$ cat src/rtl/ps2_keyboard_rx.sv
// PS/2 keyboard receiver: conditions PS2_CLK/PS2_DATA, deframes 11-bit scan-code set 2
// frames, folds E0/F0 prefixes into one key event and decodes the tic-tac-toe game keys.
module ps2_keyboard_rx #(
    parameter int FILTER_LEN     = 8,
    parameter int TIMEOUT_CYCLES = 50000
) (
    input  logic       CCLK,
    input  logic       BTN0,
    input  logic       PS2_CLK,
    input  logic       PS2_DATA,
    output logic [7:0] KEY_CODE,
    output logic       KEY_EXT,
    output logic       KEY_BREAK,
    output logic       KEY_VALID,
    output logic       KEY_UP,
    output logic       KEY_DOWN,
    output logic       KEY_LEFT,
    output logic       KEY_RIGHT,
    output logic       KEY_ENTER,
    output logic       KEY_X,
    output logic       KEY_O,
    output logic       FRAME_ERR
);

    localparam int FLT_W = $clog2(FILTER_LEN + 1);
    localparam int TMO_W = $clog2(TIMEOUT_CYCLES + 1);

    localparam logic [7:0] CODE_EXT = 8'hE0;
    localparam logic [7:0] CODE_BRK = 8'hF0;

    typedef enum logic [1:0] {
        S_IDLE,
        S_DATA,
        S_PARITY,
        S_STOP
    } state_t;

    // ------------------------------------------------------------------
    // Input conditioning
    // ------------------------------------------------------------------
    logic clk_s1_q;
    logic clk_s2_q;
    logic dat_s1_q;
    logic dat_s2_q;

    always_ff @(posedge CCLK) begin
        // NOTE: sequential state is always written with <=, so every flop samples
        // pre-edge values and the order of always_ff blocks never matters.
        if (BTN0) begin
            clk_s1_q <= 1'b1;
            clk_s2_q <= 1'b1;
            dat_s1_q <= 1'b1;
            dat_s2_q <= 1'b1;
        end else begin
            clk_s1_q <= PS2_CLK;
            clk_s2_q <= clk_s1_q;
            dat_s1_q <= PS2_DATA;
            dat_s2_q <= dat_s1_q;
        end
    end

    logic [FLT_W-1:0] flt_cnt_q;
    logic [FLT_W-1:0] flt_cnt_d;
    logic             flt_q;
    logic             flt_d;
    logic             fall_q;

    always_comb begin
        // NOTE: every output of a combinational block gets a default first, so no
        // path can leave it unassigned and infer a latch.
        flt_cnt_d = '0;
        flt_d     = flt_q;
        if (clk_s2_q != flt_q) begin
            if (flt_cnt_q == FLT_W'(FILTER_LEN - 1)) begin
                flt_d = clk_s2_q;
            end else begin
                flt_cnt_d = flt_cnt_q + FLT_W'(1);
            end
        end
    end

    always_ff @(posedge CCLK) begin
        if (BTN0) begin
            flt_cnt_q <= '0;
            flt_q     <= 1'b1;
            fall_q    <= 1'b0;
        end else begin
            flt_cnt_q <= flt_cnt_d;
            flt_q     <= flt_d;
            fall_q    <= flt_q & ~flt_d;
        end
    end

    // ------------------------------------------------------------------
    // Game-key decode (make events only; caller masks breaks)
    // ------------------------------------------------------------------
    function automatic logic [6:0] game_decode(input logic ext, input logic [7:0] code);
        logic [6:0] g;
        g = '0;
        case ({ext, code})
            {1'b1, 8'h75}: g = 7'b1000000;
            {1'b1, 8'h72}: g = 7'b0100000;
            {1'b1, 8'h6B}: g = 7'b0010000;
            {1'b1, 8'h74}: g = 7'b0001000;
            {1'b0, 8'h5A}: g = 7'b0000100;
            {1'b0, 8'h22}: g = 7'b0000010;
            {1'b0, 8'h44}: g = 7'b0000001;
            default:       g = '0;
        endcase
        return g;
    endfunction

    // ------------------------------------------------------------------
    // Frame FSM, timeout and byte handler
    // ------------------------------------------------------------------
    state_t           state_q;
    state_t           state_d;
    logic [2:0]       bitcnt_q;
    logic [2:0]       bitcnt_d;
    logic [7:0]       shift_q;
    logic [7:0]       shift_d;
    logic             parity_q;
    logic             parity_d;
    logic [TMO_W-1:0] tmo_cnt_q;
    logic [TMO_W-1:0] tmo_cnt_d;
    logic             ext_q;
    logic             ext_d;
    logic             brk_q;
    logic             brk_d;
    logic [7:0]       code_q;
    logic [7:0]       code_d;
    logic             key_ext_q;
    logic             key_ext_d;
    logic             key_brk_q;
    logic             key_brk_d;
    logic             valid_q;
    logic             valid_d;
    logic             err_q;
    logic             err_d;
    logic [6:0]       game_q;
    logic [6:0]       game_d;
    logic             good_byte;
    logic             timeout;

    assign timeout = (state_q != S_IDLE) && (tmo_cnt_q == TMO_W'(TIMEOUT_CYCLES));

    always_comb begin
        state_d   = state_q;
        bitcnt_d  = bitcnt_q;
        shift_d   = shift_q;
        parity_d  = parity_q;
        ext_d     = ext_q;
        brk_d     = brk_q;
        code_d    = code_q;
        key_ext_d = key_ext_q;
        key_brk_d = key_brk_q;
        valid_d   = 1'b0;
        err_d     = 1'b0;
        game_d    = '0;
        good_byte = 1'b0;

        if (timeout) begin
            state_d  = S_IDLE;
            err_d    = 1'b1;
            ext_d    = 1'b0;
            brk_d    = 1'b0;
            bitcnt_d = '0;
            shift_d  = '0;
        end else if (fall_q) begin
            case (state_q)
                S_IDLE: begin
                    if (!dat_s2_q) begin
                        state_d  = S_DATA;
                        bitcnt_d = '0;
                    end else begin
                        err_d = 1'b1;
                    end
                end
                S_DATA: begin
                    shift_d  = {dat_s2_q, shift_q[7:1]};
                    bitcnt_d = bitcnt_q + 3'd1;
                    if (bitcnt_q == 3'd7) begin
                        state_d = S_PARITY;
                    end
                end
                S_PARITY: begin
                    parity_d = dat_s2_q;
                    state_d  = S_STOP;
                end
                S_STOP: begin
                    state_d = S_IDLE;
                    if (dat_s2_q && ((^shift_q) ^ parity_q)) begin
                        good_byte = 1'b1;
                    end else begin
                        err_d = 1'b1;
                        ext_d = 1'b0;
                        brk_d = 1'b0;
                    end
                end
                default: state_d = S_IDLE;
            endcase
        end

        // Prefix bytes only arm flags; any other byte closes the event.
        if (good_byte) begin
            if (shift_q == CODE_EXT) begin
                ext_d = 1'b1;
            end else if (shift_q == CODE_BRK) begin
                brk_d = 1'b1;
            end else begin
                code_d    = shift_q;
                key_ext_d = ext_q;
                key_brk_d = brk_q;
                valid_d   = 1'b1;
                game_d    = brk_q ? 7'b0 : game_decode(ext_q, shift_q);
                ext_d     = 1'b0;
                brk_d     = 1'b0;
            end
        end

        // Counter is 1 in the cycle after a fall, so it equals the number of cycles since it.
        if (state_d == S_IDLE) begin
            tmo_cnt_d = '0;
        end else if (fall_q) begin
            tmo_cnt_d = TMO_W'(1);
        end else begin
            tmo_cnt_d = tmo_cnt_q + TMO_W'(1);
        end
    end

    always_ff @(posedge CCLK) begin
        if (BTN0) begin
            state_q   <= S_IDLE;
            bitcnt_q  <= '0;
            shift_q   <= '0;
            parity_q  <= 1'b0;
            tmo_cnt_q <= '0;
            ext_q     <= 1'b0;
            brk_q     <= 1'b0;
            code_q    <= '0;
            key_ext_q <= 1'b0;
            key_brk_q <= 1'b0;
            valid_q   <= 1'b0;
            err_q     <= 1'b0;
            game_q    <= '0;
        end else begin
            state_q   <= state_d;
            bitcnt_q  <= bitcnt_d;
            shift_q   <= shift_d;
            parity_q  <= parity_d;
            tmo_cnt_q <= tmo_cnt_d;
            ext_q     <= ext_d;
            brk_q     <= brk_d;
            code_q    <= code_d;
            key_ext_q <= key_ext_d;
            key_brk_q <= key_brk_d;
            valid_q   <= valid_d;
            err_q     <= err_d;
            game_q    <= game_d;
        end
    end

    assign KEY_CODE  = code_q;
    assign KEY_EXT   = key_ext_q;
    assign KEY_BREAK = key_brk_q;
    assign KEY_VALID = valid_q;
    assign KEY_UP    = game_q[6];
    assign KEY_DOWN  = game_q[5];
    assign KEY_LEFT  = game_q[4];
    assign KEY_RIGHT = game_q[3];
    assign KEY_ENTER = game_q[2];
    assign KEY_X     = game_q[1];
    assign KEY_O     = game_q[0];
    assign FRAME_ERR = err_q;

endmodule

$ cat config.mk
export PLATFORM = sky130hd
export DESIGN_NAME = ps2_keyboard_rx
export DESIGN_NICKNAME = d
export VERILOG_FILES = /design/src/rtl/ps2_keyboard_rx.sv
export SDC_FILE = /design/constraint.sdc
export NUM_CORES = 1
export LEC_CHECK = 0
export CAP_MARGIN = 20
export CORE_UTILIZATION = 36
export DETAILED_ROUTE_END_ITERATION = 6
export PLACE_DENSITY = 0.64
export SLEW_MARGIN = 15
export SYNTH_ARGS = -nofsm -noshare
export SYNTH_HDL_FRONTEND = slang
export SYNTH_SLANG_ARGS = --single-unit
export TNS_END_PERCENT = 20
$ cat constraint.sdc
create_clock -name CCLK -period 3.5 [get_ports CCLK]
set_input_delay 0.7 -clock CCLK [delete_from_list [all_inputs] [get_ports CCLK]]
set_output_delay 0.7 -clock CCLK [all_outputs]
set_load 0.05 [all_outputs]
==> results of run 1 <==
[flip-flops by register name, indices dropped and copies added, names as in the netlist]
register,cells
tmo_cnt_q,16
KEY_CODE,8
shift_q,8
game_q,7
flt_cnt_q,4
bitcnt_q,3
state_q,2
FRAME_ERR,1
KEY_BREAK,1
KEY_EXT,1
KEY_VALID,1
brk_q,1
clk_s1_q,1
clk_s2_q,1
dat_s1_q,1
dat_s2_q,1
ext_q,1
fall_q,1
flt_q,1
parity_q,1
[area by class of cell]
class | instances | area, um2 | share of cell area [%]
multi-input combinational | 242 | 1570 | 45.6
sequential | 61 | 1220 | 35.5
timing repair buffer | 28 | 265 | 7.72
clock buffer | 11 | 141 | 4.11
tap | 102 | 128 | 3.71
inverter | 17 | 63.8 | 1.86
clock inverter | 5 | 50.0 | 1.46
[metal layers]
layer,global-route usage (%),up-vias
met1,19.3,1052
met3,3.73,12
met5,0,-
li1,-,1191
met4,6.90,0
met2,22.8,44
[placed cells by master, fill, tap and decap left out, types with 6 or more instances in the layout]
master / count
sky130_fd_sc_hd__buf_4: 6
sky130_fd_sc_hd__clkdlybuf4s50_1: 22
sky130_fd_sc_hd__nand2b_1: 8
sky130_fd_sc_hd__nand2_1: 38
sky130_fd_sc_hd__nand3_1: 18
sky130_fd_sc_hd__nor2_1: 33
sky130_fd_sc_hd__dfxtp_1: 61
sky130_fd_sc_hd__o21ai_1: 10
sky130_fd_sc_hd__a21oi_1: 12
sky130_fd_sc_hd__nor4_1: 7
sky130_fd_sc_hd__and3_1: 6
sky130_fd_sc_hd__xnor2_1: 8
sky130_fd_sc_hd__nor2b_1: 10
sky130_fd_sc_hd__ha_1: 23
sky130_fd_sc_hd__clkbuf_8: 10
sky130_fd_sc_hd__o21ai_0: 6
sky130_fd_sc_hd__inv_1: 17
sky130_fd_sc_hd__nor3_1: 6
sky130_fd_sc_hd__xor2_1: 10
[cell families after synthesis]
kind of cell               count (synthesis)  share of synthesized area [%]
AOI/OAI and AO/OA                         47                           10.4
buffers and inverters                     31                           4.33
xor gates and xnor gates                  20                           6.74
muxes                                      1                          0.343
adders and majority gates                 23                           9.87
and+or+nand+nor                          151                           26.4
DFF                                       61                           41.9
[worst paths after layout]
kind / end / slack (ps)
setup / recovery: KEY_CODE[0]$_SDFFE_PP0P_ / 950
hold / removal: dat_s2_q$_SDFF_PP1_ / 410
setup reg to reg: KEY_CODE[0]$_SDFFE_PP0P_ / 950
hold reg to reg: dat_s2_q$_SDFF_PP1_ / 410
[per-stage QoR]
stage	setup slack, ps	hold WS, ps
4_1_cts	940	412
2_1_floorplan	1340	389
3_3_place_gp	988	394
6_report	955	406
5_1_grt	715	427
3_5_place_dp	956	394
[worst reg2reg max path, stage by stage (launching register included)]
cell                      delay (ps)
sky130_fd_sc_hd__dfxtp_1         400
sky130_fd_sc_hd__inv_1           120
sky130_fd_sc_hd__ha_1            310
sky130_fd_sc_hd__xnor3_1         380
sky130_fd_sc_hd__xnor2_2         230
sky130_fd_sc_hd__nand4_1         120
sky130_fd_sc_hd__buf_4           190
sky130_fd_sc_hd__or2_1           430
sky130_fd_sc_hd__o31ai_1         280
[power groups by stage]
| stage | sequential [W] | combinational (W) | clock (W) |
|---|---|---|---|
| final | 0.000698 | 0.0000229 | 0.000604 |
| after global routing | 0.000698 | 0.0000259 | 0.000652 |
| after CTS | 0.000698 | 0.0000234 | 0.000625 |
| after detailed placement | 0.000714 | 0.0000233 | 0 |
| after global placement | 0.000714 | 0.0000231 | 0 |
| after floorplan | 0.000713 | 0.0000144 | 0 |
==> impl.org, run 1 <==
** Status
- Result of the run :: finished, final reports clean

** Floorplanning
- Die Span X :: around 90 um
- The floorplan has 32 rows.
- Starting utilization of the core area :: between 30% and 40%
- Die area :: 8460 um2
- The core region is between 7000 and 8000 um2.
- 23 I/O pins were placed.
- Measured along the y axis, the die boundary spans between 90 and 100 um.

** Route
- For this block, the initial DRC count from the detailed router was about 110.
- Routed WL per cell :: 11.9 um
- Highest signal layer in the routed design :: met4
- For this run, the detailed router's first-pass iteration total came to 4.
- DRC Markers :: 0
- Detail Route Antenna Nets :: 0
- For this block, the via count after detailed routing is 2299.
- After detailed routing, the wire length on met1 is around 2700 um.
- Wire segments on met2 add up to between 2000 and 3000 um in the final route.
- Routed wire length :: between 5000 and 6000 um
- In the detailed route, the total length drawn on met3 is about 240 um.
- After detailed routing, the number of vias per cell comes to slightly below 5.

** Logic synthesis
- During synthesis, Yosys emitted a total of 0 warnings.
- The share of synthesized area in the top cell type comes to about two fifths.
- Yosys mapped a number of flops with a built-in enable equal to 0.
- Top cells by instance count after synthesis :: sky130_fd_sc_hd__dfxtp_1, sky130_fd_sc_hd__nand2_1, sky130_fd_sc_hd__nor2_1
- Averaged over all synthesized cells, the footprint is between 8 and 9 um2.
- Syn nets :: 361
- For this run, asynchronously set or reset flops after synthesis account for 0%.
- After synthesis, flip-flops and latches occupy 41.9% of the total area.
- Most repeated cell in the gate-level netlist after synthesis :: sky130_fd_sc_hd__dfxtp_1
- For this run, the leading register cell type out of synthesis is sky130_fd_sc_hd__dfxtp_1.
- The synthesized design spends more area on one cell type than any other, namely sky130_fd_sc_hd__dfxtp_1.
- Cell count after synthesis :: roughly 330
- The mapped netlist covers 2920 um2.
- Yosys mapped the design onto 41 distinct sky130hd cell types.
- Synth top area cells :: sky130_fd_sc_hd__dfxtp_1, sky130_fd_sc_hd__ha_1, sky130_fd_sc_hd__nand2_1
- In this run, synthesis produced a sequential element count of between 60 and 70.

** Worst setup path
- The cell family contributing the most delay on the critical path is XOR/XNOR gates.
- The critical path crosses 8 cells after its start point.
- Arrival time worst endpoint :: between 2000 and 3000 ps
- The critical path goes through inv_1, ha_1, xnor3_1, xnor2_2, nand4_1, buf_4, or2_1, o31ai_1.
- The critical path is of the reg2reg type.
- The worst setup path is launched from a flip-flop.
- Max stage delay on crit path :: roughly 430 ps
- Critical path data required time :: between 3000 and 4000 ps
- Type of destination of the critical path :: flip-flop
- Counting cells, the worst reg-to-reg path comes to 8.
- Crit Path Max Fanout :: 15
- The most critical setup path has its startpoint at shift_q[1]$_SDFFE_PP0P_.
- Number of buffers and inverters on the critical path :: 2
- Reg2reg start :: shift_q[1]$_SDFFE_PP0P_
- The largest individual stage delay along the critical path comes from the cell sky130_fd_sc_hd__or2_1.

** Clock network
- In this run the post-CTS setup repair buffer count came out at 0.
- Hold buffer count at CTS :: 0
- Num CTS Buffers :: 9
- TritonCTS built the clock tree.
- Clock slew at reported path FFs :: roughly 70 ps
- The later pin in the worst-skew pair is clocked with a latency of 330 ps.
- The tree is rooted in a sky130_fd_sc_hd__clkbuf_8.
- The H-tree was split into 3 levels.
- Counting every sink on the clock net gives 61.
- No sink is reached through more buffers than the 2 on the longest clock path.
- The number of gates resized after CTS was 0.

** Timing
- Final cycle utilization of the critical path :: 72.7%
- Setup violations remaining at the end of the flow were counted as 0.
- After routing, the total negative slack on setup checks comes to 0 ps.
- The final count of pins violating max slew is 0.
- Final Hold Violating Endpoints :: 0
- Measured against its own limit, the worst slew margin works out to around 57%.
- Based on the critical path, the design can be clocked at up to 0.393 GHz.
- Slew at the pin with the worst max-slew slack :: between 600 and 700 ps
- The clock arrives with around 5.5 ps of skew.
- The clock period could shrink to ~2500 ps.
- Setup repair after global routing left no endpoint under its margin.

** Global routing
- Pin count of the biggest net entering global routing :: 21
- The via count of the first global-routing pass came to 2210.
- Overflow left after global routing :: 0
- Global routing consumed, over all layers together, ~15% of the routing resources.
- The first global-routing pass estimated between 9000 and 10000 um of wire.
- Initial antenna violation count :: 0

** Finish
- ANT cells :: 0
- After routing the design area is about 3400 um2.
- Filler-free cell count of the finished design :: approximately 470
- Share of the core filled with cells in the final layout :: roughly 44%
- Of the cells placed in the final design, the portion with a size suffix greater than 1 is under 10%.
- Fill cell total of the finished layout :: 779
- The area growth from synthesis to layout is 17.9%.
- In the final design database the tool counted a little under 400 nets.

** Pwr
- Internal power summed over all cells :: 0.00105 W
- Sequential Power Share :: ~53%
- Fraction of power consumed by combinational cells :: 1.7%
- The worst-case IR drop observed on VDD is around 0.17 mV.
- Power per unit of standard cell area :: 385 nW/um2
- Summing internal, switching and leakage power gives ~0.0013 W.
- Static leakage :: approximately 1.3 nW
- The share of total power dissipated in the clock network is a little under half.
- For this design the total switching power over the nets is about 0.00028 W.
- Switching share of power :: a little over a fifth

** Placement
- In this run the tool buffered the top-level ports with 22 buffer cells.
- After detailed placement, the design holds a cell count of 450.
- DPL Wire Length :: roughly 4000 um
- Routability Congestion :: ~0.83
- Summing all placed instances gives a cell area of ~3200 um2.

** Flow run
- Maxcap violations :: 0

** Worst hold path
- Along the worst hold path, the cell count comes to 1.
- In this run the worst hold path is classified as reg2reg.
- HP Start :: dat_s1_q$_SDFF_PP1_
(Power assumes the default switching activity.)
==> run 2: changes to the inputs <==
Settings changed: PLACE_DENSITY 0.64 to 0.66.
Clock period 3.5 ns to 2.1 ns, I/O delays scaled along.
==> impl.org, run 2 (synthesized netlist as in run 1, its figures left out) <==
** Floorplanning
- The core region area is 7770 um2 (unchanged).
- Die Span X :: 92.0 um (unchanged)
- The die height is 92.0 um (unchanged).
- The effective utilization at floorplan is 37.5% (unchanged).
- The area of the die came to 8460 um2 (unchanged).
- Ports placed on the boundary :: 23 (unchanged)
- The row count is 32 (unchanged).

** Global routing
- First-pass GRT wire length :: 10400 um (+4.2%)
- The overall global routing resource usage was 15.6% (+0.76 points).
- The total grt overflow was 0 (unchanged).
- The via count of the first global-routing pass came to 2287 (+3.5%).
- Pin count of the biggest net entering global routing :: 28 (+33%)
- Initial antenna violation count :: 0 (unchanged)

** Worst setup path
- Type of destination of the critical path :: flip-flop
- The slowest stage of the critical path is the sky130_fd_sc_hd__dfxtp_2 cell.
- Max stage delay on crit path :: 360 ps (-70 ps)
- Critical path data required time :: 2320 ps (-1430 ps)
- Crit Path Max Fanout :: 3 (-12)
- Start-to-end type of the worst setup path :: reg2reg
- Worst setup startpoint :: shift_q[1]$_SDFFE_PP0P_
- Among cell families on the critical path, the largest total delay comes from XOR/XNOR gates.
- The arrival time of the worst setup path was 2310 ps (-480 ps).
- STA classifies the critical path startpoint as a flip-flop.
- Number of buffers and inverters on the critical path :: 4 (+2)
- Reg2reg start :: shift_q[1]$_SDFFE_PP0P_
- The cell that appears most often on the critical path is sky130_fd_sc_hd__buf_4.
- Critical Path, Cell by Cell :: inv_4, ha_4, xnor3_1, xnor2_2, buf_4, buf_4, buf_4, nand2_2, nor3b_1, a211o_1

** Pwr
- Power per unit of standard cell area :: 612 nW/um2 (+59%)
- Sequential Power Share :: 50.5% (-2.2 points)
- Static leakage :: 1.44 nW (+14%)
- The fraction of power consumed by the clock network came to 47.7% (+2.1 points).
- Switching share of power :: 20.2% (-0.65 points)
- Maximum resistive drop on vdd :: 0.257 mV (+49%)
- Internal power summed over all cells :: 0.00184 W (+76%)
- The net switching power figure is 0.000465 W (+69%).
- The combinational share of power was 1.9% (+0.2 points).

** Clock network
- Clock Root Buffer :: sky130_fd_sc_hd__clkbuf_8
- The number of buffers on the longest clock path was 2 (unchanged).
- The later-pin clock latency in the skew report came to 330 ps (about the same).
- The depth of the CTS H-tree was 3 (unchanged).
- Clock tree from TritonCTS :: built
- The number of CTS-inserted buffers was 9 (unchanged).
- Clock slew at reported path FFs :: 70 ps (about the same)
- The total of hold buffers inserted after clock tree synthesis came to 0 (unchanged).
- Number of clock sinks :: 61 (unchanged)

** Timing
- The transition at the pin with the smallest max-transition slack came to 505 ps (-146 ps).
- Setup repair after global routing could not meet its margin everywhere.
- The final number of hold-violating endpoints came to 0 (unchanged).
- The setup-violating endpoint count in the final report is 0 (unchanged).
- Rel. slew slack :: 66.2% (+9.7 points)
- Fin. max-slew vios :: 0 (unchanged)
- Hold slack :: 417 ps (+11.3 ps)
- Final cycle utilization of the critical path :: 99.7% (+27 points)
- Highest Clock Rate :: 0.478 GHz (+22%)
- Final Critical Period :: 2090 ps (-452 ps)
- Layout Skew :: 8.49 ps (+3.01 ps)

** Finish
- The total number of nets in the final design came to 415 (+7.5%).
- The area growth from synthesis to layout is 29.4%.
- The number of fill cells in the layout is 739 (-5.1%).
- Top library cells by usage in the layout, fill and taps aside :: sky130_fd_sc_hd__dfxtp_1, sky130_fd_sc_hd__nand2_1, sky130_fd_sc_hd__nor2_1, sky130_fd_sc_hd__buf_4
- ANT cells :: 0 (unchanged)
- The library cell used most frequently in the layout, excluding fill and tap cells, is sky130_fd_sc_hd__dfxtp_1.
- The utilization after layout is 48.6% (+4.3 points).
- The fraction of layout cells with a size suffix above 1 is 19.6% (+11 points).
- Number of flip-flops in the largest register :: 16 (unchanged)
- Counting flops per register, the top entry is tmo_cnt_q.

** Route
- Total via count after detailed routing :: 2406 (+4.7%)
- The initial detailed-routing violation count came to 109 (+3.8%).
- DRC Markers :: 0 (unchanged)
- The detail-routed via count per cell was 4.86 (-1.5%).
- Routed WL per cell :: 12.3 um (+3.8%)
- Detail Route Antenna Nets :: 0 (unchanged)
- The sum of routed wire length over all layers was 6100 um (+10%).
- The first-pass iteration count of the detailed router is 4 (unchanged).

** Flow run
- Maxcap violations :: 0 (unchanged)

** Worst hold path
- HP Start :: clk_s1_q$_SDFF_PP1_
- Worst min-delay path class :: reg2reg

** Placement
- The final weighted congestion of routability-driven global placement was 0.810 (-2.9%).
- The port buffer count was 22 (unchanged).
- DPL Wire Length :: 4250 um (+7.0%)

** Status
- The run finished with clean final reports.
-- run 2: cell count changes in the layout (fill, tap and decap cells not counted), moves of 2 or more --
cell,previous run,this run
sky130_fd_sc_hd__dfxtp_2,0,3
sky130_fd_sc_hd__buf_4,6,33
sky130_fd_sc_hd__dfxtp_1,61,58
sky130_fd_sc_hd__o31ai_2,3,7
sky130_fd_sc_hd__nor4_1,7,5
sky130_fd_sc_hd__buf_12,0,2
sky130_fd_sc_hd__inv_1,17,15
sky130_fd_sc_hd__o31ai_1,5,1
-- run 2: path summary, 6_finish.rpt --
path | endpoint | slack (ps) | cells past startpoint
max reg2reg | ext_q$_SDFF_PP0_ | 7 | 10
min reg2reg | clk_s2_q$_SDFF_PP1_ | 420 | 1
min | clk_s2_q$_SDFF_PP1_ | 420 | 1
max | ext_q$_SDFF_PP0_ | 7 | 10
-- run 2: what timing repair did --
item	in CTS	in global routing
setup buffers	4	2
setup endpoints to repair	14	39
gates resized for setup	8	10
pin swaps	4	5
-- run 2: metrics by stage --
stage / area (um2) / std cells / setup slack, ps / power, W / setup TNS [ps]
finish: 3770 / 495 / 7.24 / 0.00231 / 0
global route: 3770 / 495 / -79.9 / 0.00239 / -701
CTS: 3710 / 493 / -9.58 / 0.00234 / -21.3
detailed placement: 3440 / 473 / -89.6 / 0.00123 / -740
global placement: 3440 / 473 / -5.74 / 0.00123 / -14.6
floorplan: 2920 / 334 / 1.73 / 0.00121 / 0
-- run 2: power groups by stage --
stage / registers (W) / clock network [W] / logic (W)
floorplan: 0.00119 / 0 / 0.0000241
global placement: 0.00119 / 0 / 0.0000417
detailed placement: 0.00119 / 0 / 0.0000419
CTS: 0.00116 / 0.00113 / 0.0000425
global route: 0.00116 / 0.00118 / 0.0000471
finish: 0.00116 / 0.00110 / 0.0000428
-- run 2: worst register-to-register path: stages (launching register included) --
cell	delay, ps
sky130_fd_sc_hd__dfxtp_2	360
sky130_fd_sc_hd__inv_4	60
sky130_fd_sc_hd__ha_4	260
sky130_fd_sc_hd__xnor3_1	330
sky130_fd_sc_hd__xnor2_2	160
sky130_fd_sc_hd__buf_4	130
sky130_fd_sc_hd__buf_4	120
sky130_fd_sc_hd__buf_4	130
sky130_fd_sc_hd__nand2_2	90
sky130_fd_sc_hd__nor3b_1	60
sky130_fd_sc_hd__a211o_1	290
-- run 2: layout make-up --
| class | count | area (um2) | share of cell area (%) |
|---|---|---|---|
| multi-input cells | 242 | 1640 | 43.4 |
| flip-flops and latches | 61 | 1220 | 32.5 |
| repair buffers | 57 | 508 | 13.5 |
| clock buffers | 11 | 131 | 3.48 |
| well taps | 102 | 128 | 3.38 |
| clock inverters | 5 | 75.1 | 1.99 |
| inverters | 17 | 66.3 | 1.76 |
-- run 2: routing by layer --
layer / global-route usage [%] / share of wire (%) / vias to the layer above
met2: 24.5 / 46 / 40
met4: 8.59 / 2.4 / 0
met3: 2.74 / 3.2 / 11
li1: - / - / 1248
met1: 20.1 / 48 / 1107
met5: 0 / 0 / -
==> run 3: changes to the inputs <==
Settings changed: GPL_TIMING_DRIVEN from default to 0.
==> impl.org, run 3 (synthesized netlist as in run 1, its figures left out) <==
** Status
- The run finished, with violations left.
- The final reports fail on setup timing.

** Timing
- The worst setup skew after layout is 8.03 ps (-0.452 ps).
- Slew at the pin with the worst max-slew slack :: 596 ps (+91.0 ps)
- RSZ-0062 raised after global routing :: true
- Final Hold Violating Endpoints :: 0 (unchanged)
- The post-route worst setup slack is -51.4 ps (-58.7 ps).
- The minimum period implied by the final worst setup slack is 2150 ps (+58.7 ps).
- The remaining max-slew budget at the tightest pin was 60.2% (-6.0 points).
- Fin. max-slew vios :: 0 (unchanged)
- The final clock period utilization by the worst path is 102% (+2.8 points).
- The worst slack on hold paths is 413 ps (-4.52 ps).
- The upper clock frequency limit came to 0.465 GHz (-2.7%).
- The setup-violating endpoint count in the final report came to 3 (+3).

** Finish
- ANT cells :: 0 (unchanged)
- Largest reg by FF count :: tmo_cnt_q
- Compared with the post-synthesis result, the final layout area differs by 26.0%.
- Sequential cell area :: 1240 um2 (+1.0%)
- Share of final-layout standard cells stronger than drive strength 1 :: 17.9% (-1.7 points)
- Layout Cell Area excl Fill :: 3670 um2 (-2.6%)
- Number of flip-flops in the largest register :: 16 (unchanged)
- The library cell used most frequently in the layout, excluding fill and tap cells, is sky130_fd_sc_hd__dfxtp_1.
- The top cell types in the final layout, fill and taps aside, are sky130_fd_sc_hd__dfxtp_1, sky130_fd_sc_hd__nand2_1, sky130_fd_sc_hd__nor2_1.
- The total number of nets in the final design is 402 (-3.1%).
- The utilization after layout was 47.3% (-1.3 points).
- The number of fill cells in the layout was 746 (+0.95%).
- Area of combinational cells with multiple inputs :: 1650 um2 (+0.46%)

** Route
- The sum of routed wire length over all layers is 6070 um (-0.44%).
- Number of design-rule violations left by the first detailed-router iteration :: 111 (+1.8%)
- Iteration count of the initial detailed-routing pass :: 4 (unchanged)
- Detail Route Antenna Nets :: 0 (unchanged)
- Total via count after detailed routing :: 2329 (-3.2%)
- The DRC violations left came to 0 (unchanged).
- Average vias per placed instance :: 4.83 (-0.59%)
- Routed WL per cell :: 12.6 um (+2.2%)

** Pwr
- The fraction of power consumed by the clock network came to 48.6% (+0.9 points).
- The peak supply drop was 0.231 mV (-9.9%).
- Static leakage :: 1.35 nW (-6.5%)
- Fraction of power consumed by combinational cells :: 1.7% (-0.2 points)
- The internal power component is 0.00184 W (-0.19%).
- The net switching power figure came to 0.000500 W (+7.4%).
- The share of power burned in registers was 49.7% (-0.8 points).
- The switching portion of total power is 21.4% (+1.2 points).
- Power per unit of standard cell area :: 637 nW/um2 (+4.1%)

** Floorplanning
- The core region area came to 7770 um2 (unchanged).
- Die area :: 8460 um2 (unchanged)
- The overall die width was 92.0 um (unchanged).
- The row count is 32 (unchanged).
- Die height :: 92.0 um (unchanged)
- The number of top-level pins came to 23 (unchanged).
- The effective utilization at floorplan was 37.5% (unchanged).

** Worst hold path
- Worst min-delay path class :: reg2reg

** Placement
- The estimated wirelength of the detail-placed design was 4170 um (-1.9%).
- The port buffer count came to 22 (unchanged).
- The final weighted congestion of routability-driven global placement was 0.796 (-1.8%).
- Placement-stage cell area :: 3260 um2 (-5.2%)
- Place WS :: -439 ps (-350 ps)

** Clock network
- TritonCTS built the clock tree.
- Number of H-tree levels :: 3 (unchanged)
- The number of buffers on the longest clock path was 2 (unchanged).
- Worst skew pair latency :: 340 ps (about the same)
- The total of hold buffers inserted after clock tree synthesis was 0 (unchanged).
- The number of CTS-inserted buffers came to 9 (unchanged).
- The clock net sink count was 61 (unchanged).
- The clock transition time at the flip-flop clock pins of the worst setup and hold paths was 70 ps (about the same).
- Clock Root Buffer :: sky130_fd_sc_hd__clkbuf_8

** Global routing
- The overall global routing resource usage was 15.6% (+0.021 points).
- Vias in the first global route :: 2277 (-0.44%)
- Pin count of the biggest net entering global routing :: 12 (-57%)
- First-pass GRT wire length :: 10400 um (+0.39%)
- Initial antenna violation count :: 0 (unchanged)
- Overflow left after global routing :: 0 (unchanged)

** Worst setup path
- The worst setup path is captured at a flip-flop.
- Arrival time worst endpoint :: 2410 ps (+100 ps)
- Start-to-end type of the worst setup path :: reg2reg
- Sort of element at the start of the critical path :: flip-flop
- The biggest fanout along the worst timing path came to 7 (+4).
- The required time of the critical path came to 2360 ps (+40 ps).

** Flow run
- The number of violations of the max-capacitance limit is 0 (unchanged).
[run 3: power groups by stage]
stage	registers, W	clock network [W]	logic [W]
after detailed placement	0.00119	0	0.0000389
after CTS	0.00116	0.00116	0.0000396
after global placement	0.00119	0	0.0000388
after floorplan	0.00119	0	0.0000241
final	0.00116	0.00114	0.0000397
after global routing	0.00116	0.00122	0.0000436
[run 3: critical path: stages (launching register included)]
cell                      delay [ps]
sky130_fd_sc_hd__dfxtp_4         380
sky130_fd_sc_hd__inv_4            50
sky130_fd_sc_hd__ha_4            250
sky130_fd_sc_hd__xnor3_1         330
sky130_fd_sc_hd__xnor2_2         200
sky130_fd_sc_hd__nand4_1         210
sky130_fd_sc_hd__or2_4           340
sky130_fd_sc_hd__buf_8           150
sky130_fd_sc_hd__o31ai_4         160
[run 3: area by class of cell]
class / instances / area share (%)
plain buffers: 12 / 1.77
clock buffers: 10 / 3.48
inverters: 17 / 1.87
clock inverters: 6 / 2.39
flip-flops and latches: 61 / 33.7
well taps: 102 / 3.48
multi-input cells: 242 / 44.8
repair buffers: 32 / 8.52
[run 3: metrics by stage]
stage	std cells	TNS [ps]	total power (W)
4_1_cts	477	-286	0.00236
3_3_place_gp	458	-9610	0.00123
6_report	482	-140	0.00234
2_1_floorplan	334	0	0.00121
3_5_place_dp	458	-10470	0.00123
5_1_grt	482	-1840	0.00242
[run 3: metal layers]
| metal | vias to the layer above | wire length, um | part of all wire [%] | track usage [%] |
|---|---|---|---|---|
| met1 | 1062 | 2910 | 48 | 19.7 |
| li1 | 1214 | - | - | - |
| met4 | 0 | 148 | 2.4 | 9.38 |
| met5 | - | 0 | 0 | 0 |
| met3 | 13 | 205 | 3.4 | 3.07 |
| met2 | 40 | 2810 | 46 | 24.4 |
[run 3: final timing paths]
kind / start / to / slack, ps / depth (start not counted)
max: shift_q[6]$_SDFFE_PP0P_ / KEY_CODE[6]$_SDFFE_PP0P_ / -50 / 8
max reg2reg: shift_q[6]$_SDFFE_PP0P_ / KEY_CODE[6]$_SDFFE_PP0P_ / -50 / 8
min: clk_s1_q$_SDFF_PP1_ / clk_s2_q$_SDFF_PP1_ / 410 / 1
min reg2reg: clk_s1_q$_SDFF_PP1_ / clk_s2_q$_SDFF_PP1_ / 410 / 1
[run 3: timing repair]
| item | in CTS | in global routing |
|---|---|---|
| setup buffers | 5 | 4 |
| pin swaps | 6 | 10 |
| setup endpoints to repair | 45 | 42 |
| resized for setup | 17 | 22 |
| cloned | 0 | 1 |
